===== config.mk =====
export PLATFORM = sky130hd
export DESIGN_NAME = uart_tx_arbiter_flat
export DESIGN_NICKNAME = d
export VERILOG_FILES = /design/src/rtl/uart_tx_arbiter_if.sv /design/src/rtl/uart_tx_arbiter.sv /design/src/flat_wrapper.sv
export SDC_FILE = /design/constraint.sdc
export NUM_CORES = 1
export LEC_CHECK = 0
export CAP_MARGIN = 20
export CORE_MARGIN = 4
export CORE_UTILIZATION = 39
export CTS_CLUSTER_DIAMETER = 100
export CTS_CLUSTER_SIZE = 25
export DETAILED_ROUTE_END_ITERATION = 10
export PLACE_DENSITY_LB_ADDON = 0.1
export SYNTH_ARGS = -nofsm -noshare
export SYNTH_HDL_FRONTEND = slang
export SYNTH_SLANG_ARGS = --single-unit

===== constraint.sdc =====
create_clock -name clk -period 1.7 [get_ports clk]
set_input_delay 0.34 -clock clk [delete_from_list [all_inputs] [get_ports clk]]
set_output_delay 0.34 -clock clk [all_outputs]
set_load 0.02 [all_outputs]

===== src/rtl/uart_tx_arbiter_if.sv =====
// rtl/uart_tx_arbiter_if.sv - requester and UART transmitter signals of the tx arbiter
interface uart_tx_arbiter_if #(
  parameter int N_REQ = 4
);
  logic [N_REQ-1:0]   req;
  logic [8*N_REQ-1:0] req_data;
  logic [N_REQ-1:0]   grant;
  logic [N_REQ-1:0]   done;
  logic               err;
  logic               busy;
  logic [2:0]         active_id;
  logic               tx_start;
  logic [7:0]         tx_data;
  logic               tx_busy;
  logic               tx_done;

  modport master (
    input  req, req_data, tx_busy, tx_done,
    output grant, done, err, busy, active_id, tx_start, tx_data
  );

  modport slave (
    output req, req_data, tx_busy, tx_done,
    input  grant, done, err, busy, active_id, tx_start, tx_data
  );
endinterface


===== src/rtl/uart_tx_arbiter.sv =====
// rtl/uart_tx_arbiter.sv - round-robin arbiter sharing one UART transmitter among N_REQ requesters
module uart_tx_arbiter #(
  parameter int N_REQ       = 4,
  parameter int TIMEOUT_CYC = 4096
) (
  input  logic              clk,
  input  logic              reset,
  uart_tx_arbiter_if.master bus
);
  localparam int CW = $clog2(TIMEOUT_CYC + 1);
  localparam int IW = (N_REQ > 1) ? $clog2(N_REQ) : 1;

  typedef enum logic [1:0] {IDLE, ISSUE, WAIT_BUSY, WAIT_DONE} state_t;

  state_t        state, state_nxt;
  logic [2:0]    last_ptr, active_id, winner;
  logic [IW-1:0] sel;
  logic [7:0]    tx_data_q, win_byte;
  logic [CW-1:0] cnt;
  logic          found, go, waiting, timed_out;

  // First requesting index after last_ptr, wrapping around.
  always_comb begin
    sel    = '0;
    winner = '0;
    found  = 1'b0;
    for (int k = 1; k <= N_REQ; k++) begin
      sel = IW'((int'(last_ptr) + k) % N_REQ);
      if (!found && bus.req[sel]) begin
        found  = 1'b1;
        winner = 3'(sel);
      end
    end
  end

  always_comb begin
    win_byte = '0;
    for (int i = 0; i < N_REQ; i++)
      if (winner == 3'(i)) win_byte = bus.req_data[8*i +: 8];
  end

  // grant is decided combinationally in IDLE; reset gates it so it is 0 while reset is held.
  assign go        = found && !bus.tx_busy && !reset;
  assign waiting   = (state == WAIT_BUSY) || (state == WAIT_DONE);
  assign timed_out = (cnt == CW'(TIMEOUT_CYC - 1));

  always_ff @(posedge clk or posedge reset) begin
    if (reset) state <= IDLE;
    else       state <= state_nxt;
  end

  always_comb begin
    state_nxt    = state;
    bus.grant    = '0;
    bus.done     = '0;
    bus.err      = 1'b0;
    bus.tx_start = 1'b0;
    case (state)
      IDLE: begin
        if (go) begin
          bus.grant = N_REQ'(1) << winner;
          state_nxt = ISSUE;
        end
      end
      ISSUE: begin
        bus.tx_start = 1'b1;
        state_nxt    = WAIT_BUSY;
      end
      WAIT_BUSY, WAIT_DONE: begin
        // A completion seen in the same cycle as the timeout still counts as done.
        if (bus.tx_done) begin
          bus.done  = N_REQ'(1) << active_id;
          state_nxt = IDLE;
        end else if (timed_out) begin
          bus.err   = 1'b1;
          state_nxt = IDLE;
        end else if (state == WAIT_BUSY && bus.tx_busy) begin
          state_nxt = WAIT_DONE;
        end
      end
      default: state_nxt = IDLE;
    endcase
  end

  always_ff @(posedge clk or posedge reset) begin
    if (reset) begin
      last_ptr  <= 3'(N_REQ - 1);
      active_id <= '0;
      tx_data_q <= '0;
      cnt       <= '0;
    end else begin
      if (state == IDLE && go) begin
        active_id <= winner;
        tx_data_q <= win_byte;
      end
      if (state == ISSUE)  cnt <= '0;
      else if (waiting)    cnt <= cnt + CW'(1);
      if (waiting && (bus.tx_done || timed_out)) last_ptr <= active_id;
    end
  end

  assign bus.busy      = (state != IDLE);
  assign bus.tx_data   = tx_data_q;
  assign bus.active_id = active_id;
endmodule


===== src/flat_wrapper.sv =====
// flat-port wrapper written by rule: the top's interface ports become plain ports
module uart_tx_arbiter_flat 
#(
  parameter int N_REQ       = 4,
  parameter int TIMEOUT_CYC = 4096
)
  (clk, reset, bus_req, bus_req_data, bus_tx_busy, bus_tx_done, bus_grant, bus_done, bus_err, bus_busy, bus_active_id, bus_tx_start, bus_tx_data);
  uart_tx_arbiter_if #(.N_REQ(N_REQ)) bus_i ();
  input  logic clk;
  input  logic reset;
  input wire logic [$bits(bus_i.req)-1:0] bus_req;
  input wire logic [$bits(bus_i.req_data)-1:0] bus_req_data;
  input wire logic [$bits(bus_i.tx_busy)-1:0] bus_tx_busy;
  input wire logic [$bits(bus_i.tx_done)-1:0] bus_tx_done;
  output wire logic [$bits(bus_i.grant)-1:0] bus_grant;
  output wire logic [$bits(bus_i.done)-1:0] bus_done;
  output wire logic [$bits(bus_i.err)-1:0] bus_err;
  output wire logic [$bits(bus_i.busy)-1:0] bus_busy;
  output wire logic [$bits(bus_i.active_id)-1:0] bus_active_id;
  output wire logic [$bits(bus_i.tx_start)-1:0] bus_tx_start;
  output wire logic [$bits(bus_i.tx_data)-1:0] bus_tx_data;
  assign bus_i.req = bus_req;
  assign bus_i.req_data = bus_req_data;
  assign bus_i.tx_busy = bus_tx_busy;
  assign bus_i.tx_done = bus_tx_done;
  assign bus_grant = bus_i.grant;
  assign bus_done = bus_i.done;
  assign bus_err = bus_i.err;
  assign bus_busy = bus_i.busy;
  assign bus_active_id = bus_i.active_id;
  assign bus_tx_start = bus_i.tx_start;
  assign bus_tx_data = bus_i.tx_data;
  uart_tx_arbiter #(.N_REQ(N_REQ), .TIMEOUT_CYC(TIMEOUT_CYC)) u_core (.clk(clk), .reset(reset), .bus(bus_i));
endmodule

# ---- Word level (Yosys, flattened, before mapping)
# Cells that the tools add are included.
dict set report word_totals {
  ff_bits 28
  latchBits 0
  ramBits 0
  mem_bits_ro 0
  out_inout_bits 22
  elab_cells 81
  memories 0
}
dict set report op_classes {
  n_addsub 5
  mul 0
  div_mod_pow 0
  magnitude_cmp 4
  eq_ne 9
  n_shift 2
  mux 35
  bitwise 0
  n_reduce_logical 21
}
# operator n
set op_table {}
lappend op_table {{8-bit two-way mux} 4}
lappend op_table {{13-bit two-way mux} 2}
lappend op_table {{4-bit two-way mux} 4}
lappend op_table {{13-bit by 1-bit adder with 13-bit output, second input constant} 1}
lappend op_table {{13-bit by 12-bit == test with 1-bit output, second input constant} 1}
lappend op_table {{2-bit by 3-bit < comparator with 1-bit output, second input constant} 4}
lappend op_table {{1-bit two-way mux} 12}
lappend op_table {{2-bit two-way mux} 5}
lappend op_table {{3-bit two-way mux} 3}
lappend op_table {{1-bit binary-select mux with 2-bit select} 4}
lappend op_table {{1-bit logical AND} 8}
lappend op_table {{1-bit by 3-bit << shifter with 4-bit output, first input constant} 2}
lappend op_table {{3-bit by 2-bit == test with 1-bit output, second input constant} 2}
lappend op_table {{2-bit case mux with 3 select lines} 1}
lappend op_table {{1-bit zero test} 5}
lappend op_table {{2-bit by 1-bit adder with 2-bit output, second input constant} 2}
lappend op_table {{2-bit adder, second input constant} 2}
lappend op_table {{2-bit == test, second input constant} 2}
lappend op_table {{4-bit by 2-bit != test with 1-bit output, second input constant} 1}
lappend op_table {{2-bit nonzero test} 2}
lappend op_table {{3-bit by 1-bit == test with 1-bit output, second input constant} 1}
lappend op_table {{3-bit zero test} 1}
lappend op_table {{2-bit by 1-bit == test with 1-bit output, second input constant} 1}
lappend op_table {{2-bit zero test} 1}
lappend op_table {{other kinds (4)} 5}

# ---- Depth between registers and ports, before layout
# Gate-level depths: netlist (run 1).
dict set report depth {
  word_depth 18
  depth_mapped 7
}

# ---- Least setup slack after synthesis (run 1)
# Ideal clock, no wire load.
dict set report synth_path {
  kind {register to output}
  start {register u_core.cnt[0]}
  end {output port bus_err}
  arrival_ns 1.835
  t_required_ns 1.360
  setup_slack_ns -0.475
  stages_incl_launch_ff 5
  path_buffers 0
  cell_sequence {dfrtp_1 ha_1 nand2_1 or4_4 nor4_1}
}
dict set report synth_via {
  elab_chain_cells 4
}
# item line_no
set synth_rtl {}
lappend synth_rtl {{from (decl)} uart_tx_arbiter.sv:19} ;# logic [CW-1:0] cnt;
lappend synth_rtl {{from (signal assigned)} uart_tx_arbiter.sv:97} ;# else if (waiting) cnt <= cnt + CW'(1);
lappend synth_rtl {{13-bit by 12-bit == test with 1-bit output} uart_tx_arbiter.sv:45} ;# assign timed_out = (cnt == CW'(TIMEOUT_CYC - 1));
lappend synth_rtl {{1-bit two-way mux} uart_tx_arbiter.sv:74} ;# end else if (timed_out) begin
lappend synth_rtl {{1-bit two-way mux} uart_tx_arbiter.sv:71} ;# if (bus.tx_done) begin
lappend synth_rtl {{1-bit two-way mux} uart_tx_arbiter.sv:58} ;# case (state)
lappend synth_rtl {{to (decl)} flat_wrapper.sv:17} ;# output wire logic [$bits(bus_i.err)-1:0] bus_err;
# No other way between the ends.

# ---- Worst setup path after layout (run 1)
# Ends and elaborated chain as after synthesis.

==> results of run 1 <==
repair_timing:
| item | in CTS | in global routing |
|---|---|---|
| pin swaps | 9 | 20 |
| resized for setup | 90 | 31 |
| endpoints found under the setup margin | 26 | 23 |
| buffers inserted | 12 | 12 |
cells by family (layout without fill, tap and decap cells):
logic type      after synthesis  after routing  synth area share
compound gates               46             46            0.2165
xor+xnor                      4              4           0.02196
flops                        27             27            0.4251
buf+inv                      16            134           0.04235
mux                           6              6           0.04235
simple gates                 73             73            0.2416
fa+ha+maj                     1              1          0.007842
other cells                   1              1          0.002351
cell usage in the layout (no fill, tap or decap), types with 3 or more instances in the layout:
master	synthesis	layout
sky130_fd_sc_hd__o21ai_2	1	4
sky130_fd_sc_hd__o21ai_0	8	4
sky130_fd_sc_hd__buf_6	0	13
sky130_fd_sc_hd__a221oi_2	0	7
sky130_fd_sc_hd__nand2_1	10	7
sky130_fd_sc_hd__dlygate4sd2_1	0	6
sky130_fd_sc_hd__o31ai_1	4	3
sky130_fd_sc_hd__nand3_1	20	19
sky130_fd_sc_hd__inv_1	8	8
sky130_fd_sc_hd__dlymetal6s2s_1	0	3
sky130_fd_sc_hd__buf_4	1	54
sky130_fd_sc_hd__nand3b_1	7	7
sky130_fd_sc_hd__o211ai_1	3	3
sky130_fd_sc_hd__clkbuf_8	0	3
sky130_fd_sc_hd__clkdlybuf4s50_1	0	40
sky130_fd_sc_hd__nor2_1	18	15
sky130_fd_sc_hd__a31oi_1	7	7
sky130_fd_sc_hd__dfrtp_1	25	25
sky130_fd_sc_hd__xnor2_1	3	3
sky130_fd_sc_hd__a22o_1	5	5
sky130_fd_sc_hd__o21ai_1	2	3
power by group through the flow:
stage	Clock (mW)	Sequential [mW]	Combinational, mW
2_1_floorplan	0	1.16	0.807
3_3_place_gp	0	0.997	1.77
3_5_place_dp	0	1.01	1.82
4_1_cts	0.383	1.01	2.05
5_1_grt	0.415	1.05	2.48
6_report	0.379	1.04	2.33
state kept, by name, indices dropped and copies added, names as in the netlist:
| name | count |
|---|---|
| u_core.cnt | 13 |
| u_core.last_ptr | 2 |
| u_core.state | 2 |
| u_core.bus.tx_data | 8 |
| u_core.bus.active_id | 2 |
cell usage after synthesis:
| cell type | instances | area (sq um) |
|---|---|---|
| sky130_fd_sc_hd__mux2_2 | 2 | 22.52 |
| sky130_fd_sc_hd__nand3_2 | 1 | 10.01 |
| sky130_fd_sc_hd__o211a_1 | 2 | 20.02 |
| sky130_fd_sc_hd__inv_1 | 8 | 30.03 |
| sky130_fd_sc_hd__a221oi_1 | 7 | 61.31 |
| sky130_fd_sc_hd__a22o_1 | 5 | 43.79 |
| sky130_fd_sc_hd__buf_2 | 3 | 15.01 |
| sky130_fd_sc_hd__o221ai_2 | 1 | 15.01 |
| sky130_fd_sc_hd__nor3_4 | 1 | 16.27 |
| sky130_fd_sc_hd__nand2_1 | 10 | 37.54 |
| sky130_fd_sc_hd__mux2i_1 | 3 | 30.03 |
| sky130_fd_sc_hd__o31a_1 | 1 | 8.760 |
| sky130_fd_sc_hd__xnor2_1 | 3 | 26.28 |
| sky130_fd_sc_hd__a21boi_0 | 1 | 7.510 |
| sky130_fd_sc_hd__o21ai_0 | 8 | 40.04 |
| sky130_fd_sc_hd__dfstp_2 | 2 | 52.55 |
| sky130_fd_sc_hd__or4_4 | 1 | 11.26 |
| sky130_fd_sc_hd__nor4_1 | 2 | 12.51 |
| sky130_fd_sc_hd__conb_1 | 1 | 3.750 |
| sky130_fd_sc_hd__nor2_1 | 18 | 67.56 |
| sky130_fd_sc_hd__buf_4 | 1 | 7.510 |
| sky130_fd_sc_hd__o31ai_1 | 4 | 30.03 |
| sky130_fd_sc_hd__a31oi_1 | 7 | 43.79 |
| sky130_fd_sc_hd__nand3_1 | 20 | 100.1 |
| sky130_fd_sc_hd__nor3_1 | 3 | 15.01 |
| sky130_fd_sc_hd__nand3b_1 | 7 | 52.55 |
| sky130_fd_sc_hd__xor2_1 | 1 | 8.760 |
| sky130_fd_sc_hd__or2_1 | 1 | 6.260 |
| sky130_fd_sc_hd__nor2b_1 | 4 | 25.02 |
| sky130_fd_sc_hd__and2_1 | 1 | 6.260 |
| sky130_fd_sc_hd__a211oi_1 | 1 | 7.510 |
| sky130_fd_sc_hd__dfrtp_1 | 25 | 625.6 |
| sky130_fd_sc_hd__mux2_4 | 1 | 15.01 |
| sky130_fd_sc_hd__clkbuf_1 | 4 | 15.01 |
| sky130_fd_sc_hd__o21ai_2 | 1 | 8.760 |
| sky130_fd_sc_hd__a21oi_1 | 1 | 5.000 |
| sky130_fd_sc_hd__ha_1 | 1 | 12.51 |
| sky130_fd_sc_hd__nand4_1 | 1 | 6.260 |
| sky130_fd_sc_hd__o311ai_1 | 1 | 8.760 |
| sky130_fd_sc_hd__o31ai_2 | 1 | 12.51 |
| sky130_fd_sc_hd__o211ai_1 | 3 | 22.52 |
| sky130_fd_sc_hd__nand2b_1 | 3 | 18.77 |
| sky130_fd_sc_hd__o21ai_1 | 2 | 10.01 |
cell type report:
type,instances,area (sq um)
well taps,48,60.06
multi-input cells,131,1085
repair buffers,122,1119
inverters,8,30.03
clock inverters,1,5.005
flip-flops and latches,27,678.2
clock buffers,3,41.29
fillers,225,780.7
path summary, 6_finish.rpt:
check                                                  start                                end  depth (start not counted)
hold reg to reg            u_core.bus.tx_data[7]$_DFFE_PP0P_  u_core.bus.tx_data[7]$_DFFE_PP0P_                          2
setup reg to reg                   u_core.cnt[0]$_DFFE_PP0P_     u_core.last_ptr[0]$_DFFE_PP1P_                          7
setup / recovery                   u_core.cnt[0]$_DFFE_PP0P_                            bus_err                          5
max in group asynchronous                              reset     u_core.last_ptr[0]$_DFFE_PP1P_                          3
min in group clk           u_core.bus.tx_data[7]$_DFFE_PP0P_  u_core.bus.tx_data[7]$_DFFE_PP0P_                          2
hold / removal                                         reset          u_core.cnt[4]$_DFFE_PP0P_                          2
critical path, stage by stage (launching register included):
cell,delay [ns]
sky130_fd_sc_hd__dfrtp_1,0.40
sky130_fd_sc_hd__ha_4,0.17
sky130_fd_sc_hd__nand2_4,0.04
sky130_fd_sc_hd__or4_4,0.51
sky130_fd_sc_hd__nor4_4,0.16
sky130_fd_sc_hd__buf_4,0.18
through the flow:
step	power [mW]	instance area (sq um)
global route	3.950	3018
CTS	3.444	2839
floorplan	1.971	1668
finish	3.748	3018
global placement	2.763	2606
detailed placement	2.823	2606
routing by layer:
metal | vias up | global-route usage
li1 | 887 | -
met1 | 937 | 0.3022
met2 | 74 | 0.3653
met3 | 10 | 0.03601
met4 | 0 | 0.07098
met5 | - | 0
==> flow_summary.json, run 1 <==
{
  "criticalPathCategory": "register to primary output",
  "sequential_cell_area_fraction_in_the_yosys_report": 0.4251,
  "die_w_microns": 71.96,
  "worst_hold_slack_ns": 0.1218,
  "grt_usage": 0.2233,
  "timing.final.max_slew_violations": 0,
  "fp.dieArea_sq_mm": 0.005178,
  "cts_hold_buffers": 0,
  "dp_hpwl_microns": 3882,
  "worst_skew_pair.late_latency_ns": 0.28,
  "place_worst_setup_slack_ns": -1.023,
  "chipHeight_microns": 71.96,
  "clock_power_share": 0.101,
  "cts_buffer_depth": 2,
  "power-per-cell-area_mw_per_mm2": 1242,
  "final_cell_count_no_fill": 340,
  "comb_power_share": 0.622,
  "setup.worst_path.end_class": "primary output",
  "gr-total-overflow": 0,
  "setup.reg_to_reg.worst_slack_ns": -0.25,
  "ctsHtreeMaxLevel": 1,
  "first_pass_iters": 4,
  "maxCapViolations": 0,
  "cp.required_ns": 1.36,
  "drc": 0,
  "fmax_mhz": 481.9,
  "synth.distinct_cells": 43,
  "met1Wirelength_microns": 2675,
  "top_fanout_value_on_the_critical_path": 2,
  "top_layer_used": "met4",
  "post-route-worst-setup-slack_ns": -0.3751,
  "io_pins": 62,
  "synth-warning-count": 0,
  "cts_root_buffer": "sky130_fd_sc_hd__clkbuf_8",
  "layout-drive-gt1-share": 0.4178,
  "floorplan.rows": 22,
  "layout_worst_path_cycle_share": 1.221,
  "routedWlPerCell_microns": 17.96,
  "path_clk_slew_ns": 0.10,
  "run_status": "finished with violations",
  "peakVddDrop_v": 0.0007689,
  "totalNegativeSetupSlack_ns": -2.890,
  "diodes": 0,
  "fin_skew_ns": 0.002394,
  "power.sequential.fraction": 0.277,
  "hold_class": "input port to asynchronous set/reset pin",
  "largest_net_degree_at_the_start_of_global_routing": 16,
  "synth.cell_area_sq_mm": 0.001595,
  "ant_nets": 0,
  "syn_avg_cell_area_sq_um": 9.168,
  "detail_route.iter0.violations": 135,
  "routed_via_density": 5.612,
  "cts_tree": "done",
  "postSynthRegisterBits": 27,
  "power_switching_share": 0.4080,
  "finalHoldViolCount": 0,
  "port-buffer-count": 60,
  "met2_length_microns": 2981,
  "grt_antenna_before_repair": 0,
  "grt_setup_unrepaired": "yes",
  "floorplan.initialDensity": 0.4200,
  "gp_congestion": 0.8719,
  "post-route-util": 0.7945,
  "post-place-cells": 316,
  "cts_buffers": 3,
  "syn_to_final_growth_pct": 89.18,
  "grt_first_pass_wirelength_microns": 9163,
  "number_of_global_route_vias_before_repair": 1868,
  "route.met3.wl_microns": 358,
  "internal_power_mw": 2.219,
  "synthesis.nets": 215,
  "crit_path_start_kind": "register",
  "cts.sinks": 27,
  "switching_power_mw": 1.529,
  "num-nets-final": 334,
  "failing_checks": "negative setup slack",
  "leakage_nw": 1.355,
  "vias": 1908,
  "syn_inst_count": 174,
  "setup-violations-final": 17,
  "worst_ep_arrival_ns": 1.74,
  "detail_route.wirelength_microns": 6105,
  "post-route-min-period_ns": 2.075,
  "area_of_the_core_sq_mm": 0.003799
}
(Power assumes the default switching activity.)
==> run 2: changes to the inputs <==
--- a/config.mk
+++ b/config.mk
@@ -6,11 +6,11 @@
 export NUM_CORES = 1
 export LEC_CHECK = 0
 export CAP_MARGIN = 20
-export CORE_MARGIN = 4
 export CORE_UTILIZATION = 39
 export CTS_CLUSTER_DIAMETER = 100
 export CTS_CLUSTER_SIZE = 25
 export DETAILED_ROUTE_END_ITERATION = 10
+export MAX_ROUTING_LAYER = met4
 export PLACE_DENSITY_LB_ADDON = 0.1
 export SYNTH_ARGS = -nofsm -noshare
 export SYNTH_HDL_FRONTEND = slang
==> flow_summary.json, run 2 (synthesis gave the netlist of run 1 again) <==
{
  "largest_net_degree_at_the_start_of_global_routing": 28,
  "first_pass_iters": 4,
  "criticalPathCategory": "register to primary output",
  "run_status": "finished with violations",
  "cts.sinks": 27,
  "peakVddDrop_v": 0.001050,
  "totalNegativeSetupSlack_ns": -3.017,
  "hold_class": "input port to asynchronous set/reset pin",
  "worst_ep_arrival_ns": 1.79,
  "worst_hold_slack_ns": 0.2230,
  "fin_skew_ns": 0.004343,
  "clock_power_share": 0.100,
  "cts_hold_buffers": 0,
  "syn_to_final_growth_pct": 91.22,
  "grt_antenna_before_repair": 0,
  "largest-register": "u_core.cnt",
  "power.sequential.fraction": 0.266,
  "path_clk_slew_ns": 0.10,
  "ctsHtreeMaxLevel": 1,
  "floorplan.initialDensity": 0.4200,
  "crit_path_start_kind": "register",
  "critPathTopFamily": "simple AND/OR/NAND/NOR gates",
  "chipHeight_microns": 65.96,
  "worstPathCellList": "ha_2 -> nand2_2 -> or4_4 -> nor4_4 -> buf_4",
  "place_worst_setup_slack_ns": -1.003,
  "num-nets-final": 337,
  "die_w_microns": 65.96,
  "timing.final.max_slew_violations": 0,
  "grt_usage": 0.2602,
  "grt_setup_unrepaired": "yes",
  "crit_path_max_incr_delay_ns": 0.51,
  "post-route-worst-setup-slack_ns": -0.4267,
  "power-per-cell-area_mw_per_mm2": 1286,
  "leading_cell_type_in_the_layout_fill_and_taps_excluded": "sky130_fd_sc_hd__buf_4",
  "worst_skew_pair.late_latency_ns": 0.28,
  "io_pins": 62,
  "vias": 1914,
  "port-buffer-count": 60,
  "finalHoldViolCount": 0,
  "area_of_the_core_sq_mm": 0.003799,
  "switching_power_mw": 1.605,
  "detail_route.wirelength_microns": 6324,
  "power_switching_share": 0.4092,
  "cp.required_ns": 1.36,
  "dp_hpwl_microns": 3486,
  "number_of_global_route_vias_before_repair": 1788,
  "post-route-util": 0.8030,
  "layout_worst_path_cycle_share": 1.251,
  "gp_congestion": 0.8232,
  "routedWlPerCell_microns": 18.44,
  "worst-path-buf-inv": 1,
  "gr-total-overflow": 0,
  "maxCapViolations": 0,
  "top_fanout_value_on_the_critical_path": 2,
  "grt_first_pass_wirelength_microns": 8452,
  "leakage_nw": 1.346,
  "highest_delay_cell_along_the_critical_path": "sky130_fd_sc_hd__or4_4",
  "cts_buffers": 3,
  "internal_power_mw": 2.318,
  "num-fill-cells": 221,
  "fmax_mhz": 470.2,
  "cts_root_buffer": "sky130_fd_sc_hd__clkbuf_8",
  "detail_route.iter0.violations": 162,
  "diodes": 0,
  "failing_checks": "negative setup slack",
  "routed_via_density": 5.580,
  "layout-drive-gt1-share": 0.4237,
  "final_cell_mix": "sky130_fd_sc_hd__buf_4, sky130_fd_sc_hd__clkdlybuf4s50_1, sky130_fd_sc_hd__dfrtp_1",
  "ant_nets": 0,
  "comb_power_share": 0.634,
  "cts_buffer_depth": 2,
  "largest_register_ff_count": 13,
  "setup.worst_path.end_class": "primary output",
  "drc": 0,
  "floorplan.rows": 22,
  "post-route-min-period_ns": 2.127,
  "setup.reg_to_reg.worst_slack_ns": -0.24,
  "fp.dieArea_sq_mm": 0.004350,
  "setup-violations-final": 20,
  "cts_tree": "done"
}
==> run 2: final cells by class <==
type / instances / area [sq um] / share of cell area
repair buffers: 125 / 1135 / 0.3720
clock buffers: 3 / 41.29 / 0.01354
clock inverters: 1 / 7.507 / 0.002461
flip-flops and latches: 27 / 678.2 / 0.2223
inverters: 8 / 30.03 / 0.009844
well taps: 48 / 60.06 / 0.01969
multi-input cells: 131 / 1099 / 0.3601
==> run 2: power groups by stage <==
stage / clock network [mW] / registers, mW / logic [mW]
after global routing: 0.420 / 1.07 / 2.60
after floorplan: 0 / 1.16 / 0.807
after global placement: 0 / 0.997 / 1.75
after detailed placement: 0 / 1.01 / 1.80
final: 0.391 / 1.05 / 2.49
after CTS: 0.387 / 1.01 / 2.12
==> run 2: layer usage <==
layer | GRT usage | vias up | share of wire
li1 | - | 887 | -
met1 | 0.3376 | 944 | 0.42
met2 | 0.4388 | 71 | 0.52
met3 | 0.02931 | 12 | 0.049
met4 | 0.05319 | 0 | 0.016
met5 | - | - | 0
==> run 2: final timing paths <==
path                                              startpoint  depth (start not counted)                                 to
max                                u_core.cnt[0]$_DFFE_PP0P_                          5                            bus_err
min                                                    reset                          3          u_core.cnt[3]$_DFFE_PP0P_
max reg2reg                        u_core.cnt[0]$_DFFE_PP0P_                          8     u_core.last_ptr[1]$_DFFE_PP1P_
min reg2reg                u_core.bus.tx_data[7]$_DFFE_PP0P_                          2  u_core.bus.tx_data[7]$_DFFE_PP0P_
max in group asynchronous                              reset                          3     u_core.last_ptr[0]$_DFFE_PP1P_
min in group clk           u_core.bus.tx_data[7]$_DFFE_PP0P_                          2  u_core.bus.tx_data[7]$_DFFE_PP0P_
==> run 2: metrics by stage <==
stage | cell area [sq um] | instances | power (mW)
finish | 3050 | 343 | 3.923
global route | 3050 | 343 | 4.088
CTS | 2867 | 336 | 3.517
detailed placement | 2586 | 315 | 2.802
global placement | 2586 | 315 | 2.749
floorplan | 1668 | 174 | 1.971
==> run 2: what timing repair did <==
action,CTS,global route
resized for setup,90,35
cloned,0,0
setup buffers,17,10
pin swaps,5,18
setup endpoints to repair,26,23
==> run 2: worst register-to-register path: stages (launching register included) <==
cell                      delay [ns]
sky130_fd_sc_hd__dfrtp_1        0.37
sky130_fd_sc_hd__ha_2           0.20
sky130_fd_sc_hd__nand2_2        0.05
sky130_fd_sc_hd__or4_4          0.51
sky130_fd_sc_hd__buf_4          0.17
sky130_fd_sc_hd__nor3_4         0.16
sky130_fd_sc_hd__o21ai_2        0.10
sky130_fd_sc_hd__buf_4          0.14
sky130_fd_sc_hd__mux2i_1        0.16
==> run 3: changes to the inputs <==
--- a/config.mk
+++ b/config.mk
@@ -5,10 +5,10 @@
 export SDC_FILE = /design/constraint.sdc
 export NUM_CORES = 1
 export LEC_CHECK = 0
+export ABC_AREA = 1
 export CAP_MARGIN = 20
-export CORE_UTILIZATION = 39
+export CORE_UTILIZATION = 41
 export CTS_CLUSTER_DIAMETER = 100
-export CTS_CLUSTER_SIZE = 25
 export DETAILED_ROUTE_END_ITERATION = 10
 export MAX_ROUTING_LAYER = met4
 export PLACE_DENSITY_LB_ADDON = 0.1
==> flow_summary.json, run 3 <==
{
  "run_status": "finished with violations",
  "failing_checks": "negative setup slack",
  "layout_worst_path_cycle_share": 1.453,
  "critPathTopFamily": "simple AND/OR/NAND/NOR gates",
  "layout.area.seq_sq_um": 678.2,
  "largest_register_ff_count": 13,
  "floorplan.rows": 23,
  "synth.cell_area_sq_mm": 0.001824,
  "vias": 2197,
  "worst_skew_pair.late_latency_ns": 0.27,
  "area_of_the_core_sq_mm": 0.004144,
  "worstPathCellList": "inv_2 -> nand2_1 -> nand2_2 -> nand2_2 -> nand2_4 -> nor2_4 -> buf_6 -> nand4_4 -> nand2_8 -> nand2_4 -> nor2_4 -> buf_6",
  "number_of_global_route_vias_before_repair": 2038,
  "path_clk_slew_ns": 0.09,
  "routedWlPerCell_microns": 13.40,
  "syn_inst_count": 257,
  "post-route-min-period_ns": 2.470,
  "leading_cell_type_in_the_layout_fill_and_taps_excluded": "sky130_fd_sc_hd__buf_4",
  "die_w_microns": 68.71,
  "first_pass_iters": 5,
  "place_worst_setup_slack_ns": -1.205,
  "post-place-cells": 414,
  "layout-drive-gt1-share": 0.3818,
  "crit_path_start_kind": "register",
  "gr-total-overflow": 0,
  "syn_to_final_growth_pct": 76.54,
  "route.met3.wl_microns": 298,
  "top_layer_used": "met4",
  "top_fanout_value_on_the_critical_path": 5,
  "sequential_cell_area_fraction_in_the_yosys_report": 0.3717,
  "cp.required_ns": 1.36,
  "hold_class": "input port to asynchronous set/reset pin",
  "fin_skew_ns": 0.001513,
  "chipHeight_microns": 68.71,
  "crit_path_max_incr_delay_ns": 0.58,
  "worst-path-buf-inv": 3,
  "dp_hpwl_microns": 3789,
  "yosys_top_cell_by_area": "sky130_fd_sc_hd__dfrtp_1",
  "grt_first_pass_wirelength_microns": 8645,
  "finalHoldViolCount": 0,
  "synthMostInstantiatedCell": "sky130_fd_sc_hd__nand2_1",
  "leakage_nw": 1.560,
  "num-fill-cells": 300,
  "synthesis.nets": 298,
  "routed_via_density": 5.051,
  "ant_nets": 0,
  "synth-warning-count": 0,
  "floorplan.initialDensity": 0.4402,
  "post-route-worst-setup-slack_ns": -0.7699,
  "top_cell_types_by_occurrence_after_synthesis": "sky130_fd_sc_hd__nand2_1, sky130_fd_sc_hd__nand3_1, sky130_fd_sc_hd__nor2_1",
  "detail_route.iter0.violations": 81,
  "largest_net_degree_at_the_start_of_global_routing": 28,
  "drc": 0,
  "synth.distinct_cells": 33,
  "synth_top_cells_by_area": "sky130_fd_sc_hd__dfrtp_1, sky130_fd_sc_hd__nand2_1, sky130_fd_sc_hd__nand3_1",
  "final_cell_mix": "sky130_fd_sc_hd__buf_4, sky130_fd_sc_hd__nand2_1, sky130_fd_sc_hd__clkdlybuf4s50_1",
  "grt_antenna_before_repair": 0,
  "cts_buffer_depth": 2,
  "timing.final.max_slew_violations": 0,
  "setup.worst_path.end_class": "primary output",
  "fp.dieArea_sq_mm": 0.004720,
  "final_cell_count_no_fill": 435,
  "worst_ep_arrival_ns": 2.13,
  "fmax_mhz": 404.9,
  "peakVddDrop_v": 0.001380,
  "postSynth.topFlopCell": "sky130_fd_sc_hd__dfrtp_1",
  "postSynthRegisterBits": 27,
  "num-nets-final": 427,
  "cts_hold_buffers": 0,
  "highest_delay_cell_along_the_critical_path": "sky130_fd_sc_hd__dfstp_2",
  "cts_root_buffer": "sky130_fd_sc_hd__clkbuf_8",
  "cts_tree": "done",
  "cts.sinks": 27,
  "port-buffer-count": 60,
  "proportion_of_netlist_area_held_by_the_largest_area_contributor": 0.3429,
  "met2_length_microns": 2980,
  "setup-violations-final": 16,
  "synth_enable_flop_cells": 0,
  "power-per-cell-area_mw_per_mm2": 1925,
  "criticalPathCategory": "register to primary output",
  "cts_buffers": 3,
  "grt_usage": 0.2567,
  "multi_input_gate_area_in_the_final_layout_sq_mm": 0.001191,
  "detail_route.wirelength_microns": 5827,
  "largest-register": "u_core.cnt",
  "gp_congestion": 0.7609,
  "grt_setup_unrepaired": "yes",
  "met1Wirelength_microns": 2454,
  "design_power_total_mw": 6.201,
  "syn_avg_cell_area_sq_um": 7.098,
  "diodes": 0,
  "ctsHtreeMaxLevel": 1,
  "share_of_async_settable_or_async_resettable_flops_after_synthesis": 1.000,
  "setup.reg_to_reg.worst_slack_ns": -0.56,
  "io_pins": 62,
  "maxCapViolations": 0
}
==> run 3: changes by cell type in the layout (fill, tap and decap cells not counted), sizes merged, moves of 5 or more <==
cell           previous run  this run
o31ai                     5         0
nand2                    10        91
inv                       8        23
nand4                     1         6
a31oi                     7         0
clkdlybuf4s50            40        47
nand3b                    7         2
nand3                    21        43
a221oi                    7         0
nor2                     18        28
==> run 3: path summary, 6_finish.rpt <==
| kind | start | end | depth (start not counted) |
|---|---|---|---|
| max | u_core.last_ptr[1]$_DFFE_PP1P_ | bus_grant[0] | 12 |
| min | reset | u_core.cnt[0]$_DFFE_PP0P_ | 3 |
| max reg2reg | u_core.last_ptr[1]$_DFFE_PP1P_ | u_core.bus.tx_data[0]$_DFFE_PP0P_ | 15 |
| min reg2reg | u_core.bus.tx_data[7]$_DFFE_PP0P_ | u_core.bus.tx_data[7]$_DFFE_PP0P_ | 2 |
| max in group asynchronous | reset | u_core.last_ptr[1]$_DFFE_PP1P_ | 3 |
| min in group clk | u_core.bus.tx_data[7]$_DFFE_PP0P_ | u_core.bus.tx_data[7]$_DFFE_PP0P_ | 2 |
==> run 3: routing by layer <==
| layer | up-vias | track usage |
|---|---|---|
| met1 | 1014 | 0.2907 |
| met5 | - | - |
| met4 | 0 | 0.06378 |
| met3 | 10 | 0.04605 |
| met2 | 80 | 0.4657 |
| li1 | 1093 | - |
==> run 3: tightest hold or removal path: cells and delay by family <==
kind,cells,cell delay [ns]
buf+inv,3,0.80
==> run 3: area by class of cell <==
cell class                 instances  share of cell area
clock buffer                       3             0.01282
clock inverter                     1            0.001554
inverter                          26             0.03652
multi-input combinational        199              0.3699
sequential                        27              0.2106
tap                               50             0.01943
timing repair buffer             129              0.3493
==> run 3: where the power goes <==
part           internal, mW  switching, mW
logic                  2.18           2.65
registers             0.856          0.166
clock network         0.164          0.193
==> run 3: what timing repair did <==
action                     4_1_cts  5_1_grt
pin swaps                       18        5
setup endpoints to repair       24       22
resized for setup               91       18
buffers inserted                14        3
==> run 3: metrics by stage <==
stage	cell area, sq um	TNS [ns]	util	hold WS, ns
after floorplan	1867	-2.181	-	0.3912
after global placement	2864	-13.11	0.6911	0.4684
after detailed placement	2864	-13.89	0.6911	0.4655
after CTS	3144	-6.513	0.7588	0.4638
after global routing	3221	-9.676	0.7772	0.4798
final	3221	-8.178	0.7772	0.4599
==> run 3: cells by family (layout without fill, tap and decap cells) <==
group                      after synthesis  after routing  synth area share
adders and majority gates                1              1          0.006858
other                                    1              1          0.002056
buffers and inverters                   31            159           0.08298
AOI/OAI and AO/OA                       19             19           0.06448
and+or+nand+nor                        177            177            0.4664
muxes                                    1              1          0.005487
DFF                                     27             27            0.3717
